--- config.mk ---
export PLATFORM = sky130hd
export DESIGN_NAME = iir_cascade_seq
export DESIGN_NICKNAME = d
export VERILOG_FILES = /design/src/rtl/iir_pkg.sv /design/src/rtl/iir_sat_shift.sv /design/src/rtl/iir_cascade_seq.sv
export SDC_FILE = /design/constraint.sdc
export NUM_CORES = 2
export LEC_CHECK = 0
export ABC_AREA = 1
export BUFFER_PORTS_ARGS = -buffer_cell sky130_fd_sc_hd__buf_2
export CAP_MARGIN = 20
export CORE_UTILIZATION = 45
export CTS_BUF_LIST = sky130_fd_sc_hd__clkbuf_2
export DETAILED_ROUTE_END_ITERATION = 8
export SLEW_MARGIN = 40
export SYNTH_ARGS = -nofsm -noshare
export SYNTH_HDL_FRONTEND = slang
export SYNTH_SLANG_ARGS = --single-unit
--- constraint.sdc ---
create_clock -name clk -period 31.7 [get_ports clk]
set_input_delay 4.755 -clock clk [delete_from_list [all_inputs] [get_ports clk]]
set_output_delay 4.755 -clock clk [all_outputs]
set_load 0.01 [all_outputs]
--- src/rtl/iir_pkg.sv ---
// Shared constants for the time-multiplexed 5-section biquad IIR cascade.
//
// Contents:
//   DW, FRAC, ACC_W   sample/coefficient width, fractional bits, accumulator width
//   NUM_SEC, TAPS     section count and coefficients per section (b0 b1 b2 a1 a2)
//   ST_*              sequencer state encoding
//   SAT_MAX, SAT_MIN  Q2.14 saturation limits
//   coef_addr_of      ROM address of a given section/step pair
package iir_pkg;

    localparam int DW      = 16;
    localparam int FRAC    = 14;
    localparam int ACC_W   = 36;
    localparam int NUM_SEC = 5;
    localparam int TAPS    = 5;

    localparam logic [1:0] ST_IDLE = 2'd0;
    localparam logic [1:0] ST_MAC  = 2'd1;
    localparam logic [1:0] ST_WB   = 2'd2;
    localparam logic [1:0] ST_DONE = 2'd3;

    localparam logic signed [DW-1:0] SAT_MAX = 16'sh7FFF;
    localparam logic signed [DW-1:0] SAT_MIN = 16'sh8000;

    // Coefficients are stored section-major, so a section's five taps are
    // contiguous; the largest address produced is 4*5+4 = 24.
    function automatic logic [4:0] coef_addr_of(input logic [2:0] sec_idx,
                                                input logic [2:0] step_idx);
        return 5'(sec_idx) * 5'(TAPS) + 5'(step_idx);
    endfunction

endpackage

--- src/rtl/iir_sat_shift.sv ---
// Rescales a Q4.28-style accumulator back to a Q2.14 sample.
//
// Ports:
//   acc   in   ACC_W  accumulator, signed two's complement
//   y     out  DW     acc >>> FRAC (floor), clipped to [SAT_MIN, SAT_MAX]
//   clip  out  1      high when the clipping changed the value
module iir_sat_shift
    import iir_pkg::*;
(
    input  logic [ACC_W-1:0] acc,
    output logic [DW-1:0]    y,
    output logic             clip
);

    localparam logic signed [ACC_W-1:0] MAX_EXT = ACC_W'(SAT_MAX);
    localparam logic signed [ACC_W-1:0] MIN_EXT = ACC_W'(SAT_MIN);

    logic signed [ACC_W-1:0] shifted;

    // The arithmetic shift floors toward minus infinity; the full-width
    // shifted value is compared against sign-extended limits so any guard
    // bits that disagree with the sample's sign bit are caught.
    always_comb begin
        shifted = $signed(acc) >>> FRAC;
        if (shifted > MAX_EXT) begin
            y    = SAT_MAX;
            clip = 1'b1;
        end else if (shifted < MIN_EXT) begin
            y    = SAT_MIN;
            clip = 1'b1;
        end else begin
            y    = shifted[DW-1:0];
            clip = 1'b0;
        end
    end

endmodule

--- src/rtl/iir_cascade_seq.sv ---
// Sequencer and single shared MAC for a 5-section Direct Form I biquad
// cascade. One Q2.14 sample is accepted, pushed through every section one
// product per cycle, and the result is offered downstream.
//
// Ports:
//   clk        in   1   system clock, rising edge
//   rst        in   1   asynchronous active-high reset
//   in_data    in   DW  input sample, Q2.14
//   in_valid   in   1   input sample valid
//   in_ready   out  1   high in IDLE only
//   out_data   out  DW  filtered sample, Q2.14, held while out_valid
//   out_valid  out  1   high in DONE only
//   out_ready  in  1    sink accepts out_data
//   coef_addr  out  5   coefficient ROM address, sec*TAPS+step
//   coef_in    in   DW  coefficient ROM data (combinational)
//   clr_state  in   1   in IDLE, zeroes every section's delay line
//   sat_flag   out  1   sticky saturation flag, only with IIR_SAT_FLAG_EN
//
// Optional build macro: IIR_SAT_FLAG_EN adds the sat_flag port.
module iir_cascade_seq
    import iir_pkg::*;
(
    input  logic          clk,
    input  logic          rst,
    input  logic [DW-1:0] in_data,
    input  logic          in_valid,
    output logic          in_ready,
    output logic [DW-1:0] out_data,
    output logic          out_valid,
    input  logic          out_ready,
    output logic [4:0]    coef_addr,
    input  logic [DW-1:0] coef_in,
    input  logic          clr_state
`ifdef IIR_SAT_FLAG_EN
    ,
    output logic          sat_flag
`endif
);

    logic [1:0]              state;
    logic [2:0]              sec;
    logic [2:0]              step;
    logic [ACC_W-1:0]        acc;
    logic [ACC_W-1:0]        acc_next;
    logic [DW-1:0]           x_reg;
    logic [DW-1:0]           x1_mem [NUM_SEC];
    logic [DW-1:0]           x2_mem [NUM_SEC];
    logic [DW-1:0]           y1_mem [NUM_SEC];
    logic [DW-1:0]           y2_mem [NUM_SEC];
    logic [DW-1:0]           operand;
    logic signed [2*DW-1:0]  product;
    logic [ACC_W-1:0]        product_ext;
    logic [DW-1:0]           y_wb;
    logic                    clip;

    assign in_ready  = (state == ST_IDLE);
    assign out_valid = (state == ST_DONE);

    // The address is derived from the counters rather than registered, so it
    // naturally holds its last value while the counters are frozen in WB,
    // DONE and IDLE.
    assign coef_addr = coef_addr_of(sec, step);

    // The step counter picks which history term meets the current
    // coefficient; the order matches the ROM order b0 b1 b2 a1 a2.
    always_comb begin
        operand = x_reg;
        case (step)
            3'd0:    operand = x_reg;
            3'd1:    operand = x1_mem[sec];
            3'd2:    operand = x2_mem[sec];
            3'd3:    operand = y1_mem[sec];
            3'd4:    operand = y2_mem[sec];
            default: operand = x_reg;
        endcase
    end

    assign product     = $signed(coef_in) * $signed(operand);
    assign product_ext = {{(ACC_W-2*DW){product[2*DW-1]}}, product};

    // Feed-forward taps add, feedback taps subtract: y = b.x - a.y.
    assign acc_next = (step < 3'd3) ? (acc + product_ext) : (acc - product_ext);

    iir_sat_shift u_sat_shift (
        .acc  (acc),
        .y    (y_wb),
        .clip (clip)
    );

    // Sequencer plus the accumulator and section-input register. WB hands
    // the section output to the next section as its x and restarts the MAC,
    // or parks the final sample in out_data after the last section.
    always_ff @(posedge clk or posedge rst) begin
        if (rst) begin
            state    <= ST_IDLE;
            sec      <= '0;
            step     <= '0;
            acc      <= '0;
            x_reg    <= '0;
            out_data <= '0;
        end else begin
            case (state)
                ST_IDLE: begin
                    if (in_valid) begin
                        x_reg <= in_data;
                        acc   <= '0;
                        sec   <= '0;
                        step  <= '0;
                        state <= ST_MAC;
                    end
                end
                ST_MAC: begin
                    acc <= acc_next;
                    if (step == 3'd4) begin
                        state <= ST_WB;
                    end else begin
                        step <= step + 3'd1;
                    end
                end
                ST_WB: begin
                    x_reg <= y_wb;
                    acc   <= '0;
                    if (sec < 3'(NUM_SEC - 1)) begin
                        sec   <= sec + 3'd1;
                        step  <= '0;
                        state <= ST_MAC;
                    end else begin
                        out_data <= y_wb;
                        state    <= ST_DONE;
                    end
                end
                default: begin
                    if (out_ready) begin
                        state <= ST_IDLE;
                    end
                end
            endcase
        end
    end

    // Delay lines. A clear in IDLE takes effect on the same edge that may
    // accept a sample, so that sample starts from zeroed history; clears
    // requested in any other state are ignored.
    always_ff @(posedge clk or posedge rst) begin
        if (rst) begin
            for (int i = 0; i < NUM_SEC; i++) begin
                x1_mem[i] <= '0;
                x2_mem[i] <= '0;
                y1_mem[i] <= '0;
                y2_mem[i] <= '0;
            end
        end else if ((state == ST_IDLE) && clr_state) begin
            for (int i = 0; i < NUM_SEC; i++) begin
                x1_mem[i] <= '0;
                x2_mem[i] <= '0;
                y1_mem[i] <= '0;
                y2_mem[i] <= '0;
            end
        end else if (state == ST_WB) begin
            x2_mem[sec] <= x1_mem[sec];
            x1_mem[sec] <= x_reg;
            y2_mem[sec] <= y1_mem[sec];
            y1_mem[sec] <= y_wb;
        end
    end

`ifdef IIR_SAT_FLAG_EN
    // Sticky record that some section output was clipped since reset.
    always_ff @(posedge clk or posedge rst) begin
        if (rst) begin
            sat_flag <= 1'b0;
        end else if ((state == ST_WB) && clip) begin
            sat_flag <= 1'b1;
        end
    end
`else
    logic unused_clip;
    assign unused_clip = clip;
`endif

endmodule

==> summary.txt <==
Status
  – Status: completed

Yosys
  – Number of distinct library cells after synthesis: 57
  – Syn Inst Count: 3813
  – Post-synth ARST share: 100%
  – Synth Cell Area: 31000 µm²
  – Most frequent cell after synthesis: inv_1
  – Sequential-to-total area share from yosys stat: 31.9%
  – Cell taking the most area after synthesis: dfrtp_1
  – Synth Area in Adders: 22.6%
  – Most used flip-flop cell after synthesis: dfrtp_1
  – Synth top cells by count: 891 x inv_1, 626 x nand2_1, 421 x o22ai_1
  – Post-synthesis net count: 4251
  – Post-synthesis mux area share: 0%
  – XOR/XNOR Fraction of Synth Area: 1.63%
  – Avg Synthesized Cell Area: 8.14 µm²
  – Ys Warns: 0
  – Post-synthesis register bit count: 396
  – Main area contributors after synthesis: dfrtp_1 32%, fa_1 17%, inv_1 11%
  – Yosys top cell area share: 31.9%
  – Largest family of logic cells by synthesized area: adder cells
  – Compound-Gate Fraction of Synth Area: 16.3%
  – Simple-Gate Fraction of Synth Area: 14.4%
  – EDFF count, synth: 0

Setup path
  – Critical Path End Type: flop
  – Worst r2r src: sec[0]
  – Crit path DAT: 13.43 ns
  – Worst Reg-to-Reg Cells: 47
  – Crit-path max cell delay: 0.88 ns
  – Slowest cell on crit path: fa_1
  – Worst Path Max Fanout: 10
  – CP Buf/Inv Count: 9
  – Critical Path RT: 32.75 ns
  – R2R Setup Slk: 20.06 ns
  – Kind of critical path: in2reg
  – Reg2reg end: acc[30]
  – Setup crit start kind: primary input
  – CP top delay family: adder cells

Timing
  – Setup TNS: 0 ns
  – Final Max Slew Viols: 0
  – Clk_skew: 0.123 ns
  – Unrepaired setup endpoints after global routing: no
  – Final hold slack: 0.494 ns
  – Final setup viols: 0
  – Fin crit period: 12.38 ns
  – Slew headroom: 40.2%
  – Max Fclk: 80.7 MHz
  – Worst Tran Pin Value: 0.896 ns
  – Final Hold Fails: 0
  – Final cycle utilization of the critical path: 39.1%

Run
  – Max-capacitance violation count: 0

Min path
  – Worst Hold Class: reg2reg
  – Min-Delay Startpoint: out_data[9]
  – WHS Path Cells: 2
  – Worst Hold Path EP: out_data[9]

Clock network
  – Clk root buf: clkbuf_2
  – Clk sink count: 396
  – CTS H-tree lvls: 3
  – CTS Buf Count: 105
  – CTS Buffer Depth: 3
  – CTS clk-pin slew, worst paths: 0.09 ns
  – Worst skew pair latency: 1.17 ns
  – Post-CTS Setup Bufs: 0
  – Post_cts resized: 0
  – CTS tree: done
  – Hold buffers post-CTS: 0

Drt
  – DRT iter0 DRCs: 2113
  – WL final: 98.9 mm
  – Mean number of vias per cell: 5.52
  – Average routed wire per standard cell: 20.5 µm
  – ANT nets after route: 0
  – Detailed-route via count: 26700
  – DRC: 0
  – Drt pass-1 iters: 5

Global route
  – First-pass GRT wire length: 156 mm
  – Total grt overflow: 0
  – Vias in the first global route: 27200
  – Antenna violations before repair: 2
  – Largest net degree at the start of global routing: 121
  – GRT Total Usage: 28.8%

Floorplanning
  – Die area: 70000 µm²
  – Die H: 265 µm
  – Num rows: 95
  – # IOs: 60
  – Core box area: 67600 µm²
  – Die width: 265 µm
  – Starting Density: 45.9%

Finish
  – Area occupied by multi-input gates: 17200 µm²
  – Fill cell count: 6718
  – Area Overhead vs Synth: 7.26%
  – Share of cells above drive strength 1: 9.13%
  – Register area: 9910 µm²
  – Final instance area: 33300 µm²
  – Nets@finish: 4317

Place
  – Placer Congestion: 0.952
  – Port bufs: 59
  – Post-detail-place hpwl: 69.2 mm
  – Area after DPL: 32300 µm²
==> worst min-delay path: cells and delay by family, from the launching register on <==
kind             cells  cell delay, ns
flip-flops           1            0.35
AND/OR/NAND/NOR      1            0.05
AO/OA/AOI/OAI        1            0.06
==> layer usage <==
layer | global-route usage, % | routed length, µm | up-vias | share of wire [%]
met2 | 44.2 | 43600 | 1048 | 44
met3 | 4.90 | 7770 | 183 | 7.9
met4 | 9.59 | 2990 | 0 | 3.0
met5 | 0 | 0 | - | 0
li1 | - | - | 12400 | -
met1 | 41.4 | 44600 | 13000 | 45
==> final cells by class <==
cell class / instances / share of cell area [%]
diodes: 4 / 0.0301
clock buffers: 154 / 2.32
clock inverters: 26 / 0.470
inverters: 916 / 10.4
multi-input cells: 2358 / 51.7
flip-flops and latches: 396 / 29.8
well taps: 873 / 3.28
repair buffers: 102 / 2.06
==> how the worst max path moves through the flow <==
stage                      from       to  slack (ns)  cells after the start
floorplan                   rst   acc[0]       15.93                      1
global placement    coef_in[15]  acc[35]       18.15                     41
detailed placement  coef_in[15]  acc[35]       18.12                     41
CTS                 coef_in[15]  acc[35]       19.35                     41
global route        coef_in[15]  acc[35]       18.72                     41
finish              coef_in[15]  acc[35]       19.32                     41
==> placed cells by master (no fill, tap or decap), types with 6 or more instances in the layout <==
master       n
dfrtp_1    396
o21ai_0    110
o21ai_4      7
a211oi_2    15
nor3_1      14
nand3_2      7
fa_1       265
a31oi_1      7
buf_4       34
o31ai_1     24
o2111ai_1   10
nand2_2      7
o22ai_1    421
nand3_1     74
xor2_1      39
o221ai_1    23
nor4_1       6
buf_2       59
and2_1       7
inv_1      887
buf_6        6
nand4_1     24
xnor2_1     17
o21ai_2     11
o211ai_1    20
a221oi_2     6
clkinv_1    24
a21oi_1     94
a21o_1       9
clkbuf_2   154
nor2_1     333
inv_2       19
ha_1       136
nand2_1    623
==> cell families after synthesis <==
logic type / Yosys count
AOI/OAI and AO/OA: 788
DFF: 396
and+or+nand+nor: 1112
xor gates and xnor gates: 57
adders and majority gates: 401
buffers and inverters: 1059
==> per-stage QoR <==
| stage | worst slack, ns | cells | utilization, % |
|---|---|---|---|
| floorplan | 15.93 | 3813 | - |
| global placement | 18.15 | 4642 | 47.6 |
| detailed placement | 18.12 | 4645 | 47.8 |
| CTS | 19.35 | 4825 | 49.2 |
| global route | 18.72 | 4829 | 49.2 |
| finish | 19.32 | 4829 | 49.2 |
Power is left out: the tool's default activity adds up to more than one toggle a clock period on the data nets, which glitch-free logic cannot reach.
